**src/rtl/fetch_queue.sv**
```systemverilog
`default_nettype none
// ============================================================================
//  Module   : fetch_queue
//  Purpose  : Instruction prefetch FIFO between fetch and the IF/ID register.
//             Buffers {pc, inst, fault flags}; flushed on control-flow redirect.
//  Revision : 1.0  initial release
// ============================================================================
module fetch_queue #(
    parameter int DEPTH      = 4,
    parameter int XLEN       = 32,
    parameter int INST_WIDTH = 32
) (
    input  logic                         i_clk,
    input  logic                         i_rst,
    input  logic                         i_flush,

    input  logic                         i_enq_valid,
    input  logic [XLEN-1:0]              i_enq_pc,
    input  logic [INST_WIDTH-1:0]        i_enq_inst,
    input  logic                         i_enq_misaligned,
    input  logic                         i_enq_access_fault,
    output logic                         o_enq_ready,

    output logic                         o_deq_valid,
    output logic [XLEN-1:0]              o_deq_pc,
    output logic [XLEN-1:0]              o_deq_pc_4,
    output logic [INST_WIDTH-1:0]        o_deq_inst,
    output logic                         o_deq_misaligned,
    output logic                         o_deq_access_fault,
    input  logic                         i_deq_ready,

    output logic [$clog2(DEPTH+1)-1:0]   o_count
);

    localparam int                PTR_W      = $clog2(DEPTH);
    localparam int                CNT_W      = $clog2(DEPTH + 1);
    localparam logic [CNT_W-1:0]  C_FULL     = CNT_W'(DEPTH);
    localparam logic [CNT_W-1:0]  C_CNT_ONE  = CNT_W'(1);
    localparam logic [PTR_W-1:0]  C_PTR_ONE  = PTR_W'(1);
    localparam logic [XLEN-1:0]   C_PC_STEP  = XLEN'(4);

    // Entry storage: deliberately not reset, only the pointers/count are.
    logic [XLEN-1:0]       pc_mem_q   [DEPTH];
    logic [INST_WIDTH-1:0] inst_mem_q [DEPTH];
    logic                  mis_mem_q  [DEPTH];
    logic                  af_mem_q   [DEPTH];

    logic [PTR_W-1:0] rd_ptr_q, rd_ptr_d;
    logic [PTR_W-1:0] wr_ptr_q, wr_ptr_d;
    logic [CNT_W-1:0] count_q,  count_d;

    logic w_full;
    logic w_empty;
    logic w_enq_fire;
    logic w_deq_fire;
    logic w_wr_en;

    assign w_full     = (count_q == C_FULL);
    assign w_empty    = (count_q == '0);
    assign w_enq_fire = i_enq_valid && !w_full;
    assign w_deq_fire = !w_empty && i_deq_ready;
    assign w_wr_en    = w_enq_fire && !i_flush;

    always_comb begin
        rd_ptr_d = rd_ptr_q;
        wr_ptr_d = wr_ptr_q;
        count_d  = count_q;
        if (i_flush) begin
            rd_ptr_d = '0;
            wr_ptr_d = '0;
            count_d  = '0;
        end else begin
            if (w_enq_fire) begin
                wr_ptr_d = wr_ptr_q + C_PTR_ONE;
            end
            if (w_deq_fire) begin
                rd_ptr_d = rd_ptr_q + C_PTR_ONE;
            end
            case ({w_enq_fire, w_deq_fire})
                2'b10:   count_d = count_q + C_CNT_ONE;
                2'b01:   count_d = count_q - C_CNT_ONE;
                default: count_d = count_q;
            endcase
        end
    end

    always_ff @(posedge i_clk or negedge i_rst) begin
        if (!i_rst) begin
            rd_ptr_q <= '0;
            wr_ptr_q <= '0;
            count_q  <= '0;
        end else begin
            rd_ptr_q <= rd_ptr_d;
            wr_ptr_q <= wr_ptr_d;
            count_q  <= count_d;
        end
    end

    always_ff @(posedge i_clk) begin
        if (w_wr_en) begin
            pc_mem_q[wr_ptr_q]   <= i_enq_pc;
            inst_mem_q[wr_ptr_q] <= i_enq_inst;
            mis_mem_q[wr_ptr_q]  <= i_enq_misaligned;
            af_mem_q[wr_ptr_q]   <= i_enq_access_fault;
        end
    end

    // Head data is zeroed whenever no entry is present.
    assign o_enq_ready        = !w_full;
    assign o_deq_valid        = !w_empty;
    assign o_deq_pc           = w_empty ? '0   : pc_mem_q[rd_ptr_q];
    assign o_deq_pc_4         = w_empty ? '0   : pc_mem_q[rd_ptr_q] + C_PC_STEP;
    assign o_deq_inst         = w_empty ? '0   : inst_mem_q[rd_ptr_q];
    assign o_deq_misaligned   = w_empty ? 1'b0 : mis_mem_q[rd_ptr_q];
    assign o_deq_access_fault = w_empty ? 1'b0 : af_mem_q[rd_ptr_q];
    assign o_count            = count_q;

endmodule
`default_nettype wire

```
**config.mk**
```make
export PLATFORM = sky130hd
export DESIGN_NAME = fetch_queue
export DESIGN_NICKNAME = d
export VERILOG_FILES = /design/src/rtl/fetch_queue.sv
export SDC_FILE = /design/constraint.sdc
export NUM_CORES = 1
export LEC_CHECK = 0
export CAP_MARGIN = 20
export CORE_ASPECT_RATIO = 1.75
export CORE_MARGIN = 4
export CORE_UTILIZATION = 48
export CTS_BUF_LIST = sky130_fd_sc_hd__clkbuf_16
export CTS_CLUSTER_SIZE = 24
export DETAILED_ROUTE_END_ITERATION = 10
export PLACE_DENSITY = 0.77
export SLEW_MARGIN = 20
export SYNTH_ARGS = -nofsm -noshare
export SYNTH_HDL_FRONTEND = slang
export SYNTH_SLANG_ARGS = --single-unit
export TNS_END_PERCENT = 30
```
**constraint.sdc**
```tcl
create_clock -name i_clk -period 3.8 [get_ports i_clk]
set_input_delay 0.38 -clock i_clk [delete_from_list [all_inputs] [get_ports i_clk]]
set_output_delay 0.38 -clock i_clk [all_outputs]
set_load 0.05 [all_outputs]
```
==> key figures <==
Worst setup path
  • Critical path type: reg2out
  • Crit end category: output pin
  • Critical Path RT: approximately 3.4 ns
  • Critical Path Start Type: flop
  • Critical-path top delay cell: dfrtp_4
  • CP max stage delay: 0.55 ns
  • Critical path, cell by cell: buf_12 > mux4_2 > and4_1 > nand4_1 > nor4_1 > mux2_2 > dlygate4sd2_1
  • CP Max Fanout: 10
  • Worst path top cell family by delay: simple AND/OR/NAND/NOR gates
  • CP bufs+invs: 2
  • Critical Path AT: ~3.4 ns

GRT
  • M3 GR Usage: 0.0258
  • Top Usage Layer GRT: met2
  • Largest net degree at the start of global routing: 67
  • M1 GR Usage: 0.223
  • Initial antenna violation count: 0
  • Met2 Usage GRT: 0.359
  • Grt ovf: 0
  • Total GRT Usage: 0.191
  • First-pass GRT wire length: 37600 um
  • Vias in the first global route: between 6k and 7k

Logic synthesis
  • Synth top area cells: edfxtp_1, mux4_2, and2_1, dfrtp_1, nor2_1
  • Syn avg cell area: about 19 um^2
  • Post-synthesis adder-cell area fraction: 0.00737
  • Synth Cell Area: roughly 11000 um^2
  • Mux cell area share after synthesis: 0.144
  • Mapped Nets: roughly 670
  • Primary FF master, synth: edfxtp_1
  • EDFF count, synth: between 200 and 300
  • Post-synthesis async set-or-reset flop share: 0.0258
  • Top-area cell type share of the netlist area: 0.708
  • Synth Area in Compound Gates: 0.00715
  • Main combinational cell family by area after synthesis: multiplexers
  • Synth Instances: around 600
  • Synth Register Bits: approximately 270
  • Register area share after synthesis: 0.724
  • Post-synth cell types: 37
  • Simple-gate area share of the yosys netlist: 0.0860
  • Yosys warnings: 0
  • Synth Area in XOR/XNOR: 0.0141
  • Cell taking the most area after synthesis: edfxtp_1

Timing
  • Hold slack: around 0.15 ns
  • Max_slew headroom: 0.302
  • RSZ-0062 raised after global routing: true
  • Post-Route Skew: between 0.006 and 0.007 ns
  • Max Fclk: roughly 270 MHz
  • Slew Limit Fails: 0
  • Worst-Margin Slew: about 1.0 ns
  • Setup violators final: 0
  • Final period utilization: 0.983
  • Final hold vios: 0
  • Min Tclk post-route: about 3.7 ns

Detailed routing
  • Post-DRT Antenna Nets: 0
  • Avg WL per Cell: 22.6 um
  • Via count: slightly above 6k
  • DRC violations left: 0
  • Vias/cell: roughly 5.6
  • Post-Route WL: 24800 um
  • First-pass iteration count of the detailed router: 7
  • Drt initial violations: ~500

Flow run
  • Total of max-cap violations: 0

Power
  • VDD IR max: 550 uV
  • LEAKAGE: around 4.6 nW
  • Power per standard cell area: between 800 and 900 nW/um^2

Clock tree
  • Latest clock arrival within the worst-skew pair: roughly 0.5 ns
  • TritonCTS clock tree: done
  • Worst-path clk slew: ~0.060 ns
  • H-tree levels: 1
  • CTS Hold Buffers Added: 0
  • Max Root-Sink Buffers: 3
  • CTS Sinks: around 270
  • Clock Tree Root: clkbuf_16
  • Clock buffer count from CTS: 24

Placement
  • GPL Wtd Cong: roughly 0.95
  • Dpl cells: about 1.1k
  • I/O Buffers: about 170
  • Detail Placement HPWL: about 17000 um

Cells and area
  • Ant diodes: 0
  • Fillers: roughly 1.6k
  • Share of cells above drive strength 1: 0.195
  • Most common cell after layout, fill and taps aside: edfxtp_1
  • Nets: approximately 860
  • Commonest non-fill, non-tap cells in the layout: edfxtp_1, clkdlybuf4s50_1, and2_1
  • Area Overhead vs Synth: 26.1%
  • Layout Cells excl Fill: roughly 1.1k

Die
  • IO Pins: around 170
  • Chip width: between 100 and 150 um
  • Site Rows: 73
  • Die area: roughly 26000 um^2
  • Initial Util: 0.490
  • Die Ht: between 200 and 250 um
  • Core box area: between 20000 and 25000 um^2

Outcome
  • Status: completed

Min path
  • Hold Crit Class: in2async
-- area by class of cell --
type,count,area (um^2),area share
Timing Repair Buffer,190,1900,0.135
Sequential cell,271,8110,0.574
Clock inverter,19,164,0.0116
Clock buffer,25,626,0.0443
Inverter,7,26.3,0.00186
Tap cell,300,375,0.0266
Multi-Input combinational cell,286,2920,0.207
-- synthesized netlist by cell type (all sizes together), types with 8 or more instances --
cell / number
buf: 14
mux2: 10
nor4: 8
nand2: 16
edfxtp: 264
xnor2: 11
nand3: 15
mux4: 66
clkbuf: 18
nor2: 32
nor3: 8
and2: 71
nand4: 8
-- report_power, final --
part           internal [mW]  switching [mW]  leakage (nW)
combinational           1.99            3.85          1.76
sequential              3.51          0.0887          2.49
clock                   1.39           0.998         0.388
-- stage by stage --
step	power [mW]	setup WS [ns]	TNS (ns)	cell area [um^2]	utilization
after global placement	9.42	0.200	0	13300	0.580
after floorplan	7.63	0.454	0	11200	-
after global routing	12.3	-0.0410	-0.0498	14100	0.619
final	11.8	0.0645	0	14100	0.619
after CTS	11.9	0.0113	0	14100	0.618
after detailed placement	9.49	0.126	0	13300	0.580
-- per-layer routing --
metal  vias up  share of wire
met4         0          0.028
met1      3186           0.35
met3        47          0.057
met2       251           0.56
met5         -              0
li1       2718              -
-- kinds of logic after synthesis --
kind of cell,Yosys count
AOI/OAI and AO/OA,14
xor gates and xnor gates,18
muxes,77
adders and majority gates,6
DFF,271
and+or+nand+nor,171
buffers and inverters,39
-- flip-flops by register name, indices dropped and copies added (netlist names) --
signal / count
inst_mem_q: 128
af_mem_q: 4
o_count: 3
wr_ptr_q: 2
pc_mem_q: 128
mis_mem_q: 4
rd_ptr_q: 2
-- timing repair --
action | in CTS | in global routing
pin swaps | 0 | 1
setup buffers | 4 | 0
resized for setup | 9 | 7
hold endpoints to repair | 0 | 0
endpoints found under the setup margin | 22 | 9
-- worst register-to-register path: stages (launching register included) --
cell     delay [ns]
dfrtp_1        0.49
or3b_2         0.22
nand2_1        0.10
nor2_1         0.25
and2_4         0.59
buf_4          0.41
-- final timing paths --
check | start | to | slack (ns) | depth (start not counted)
hold / removal | i_rst | o_count[0] | 0.15 | 1
min in group i_clk | i_enq_pc[30] | pc_mem_q[2][30] | 0.51 | 1
hold reg to reg | wr_ptr_q[1] | wr_ptr_q[1] | 0.58 | 2
setup / recovery | rd_ptr_q[0] | o_deq_pc_4[27] | 0.06 | 7
max in group asynchronous | i_rst | rd_ptr_q[0] | 3.38 | 1
setup reg to reg | o_count[0] | inst_mem_q[2][16] | 1.40 | 5
No activity file was read; power rests on OpenSTA's default activity.
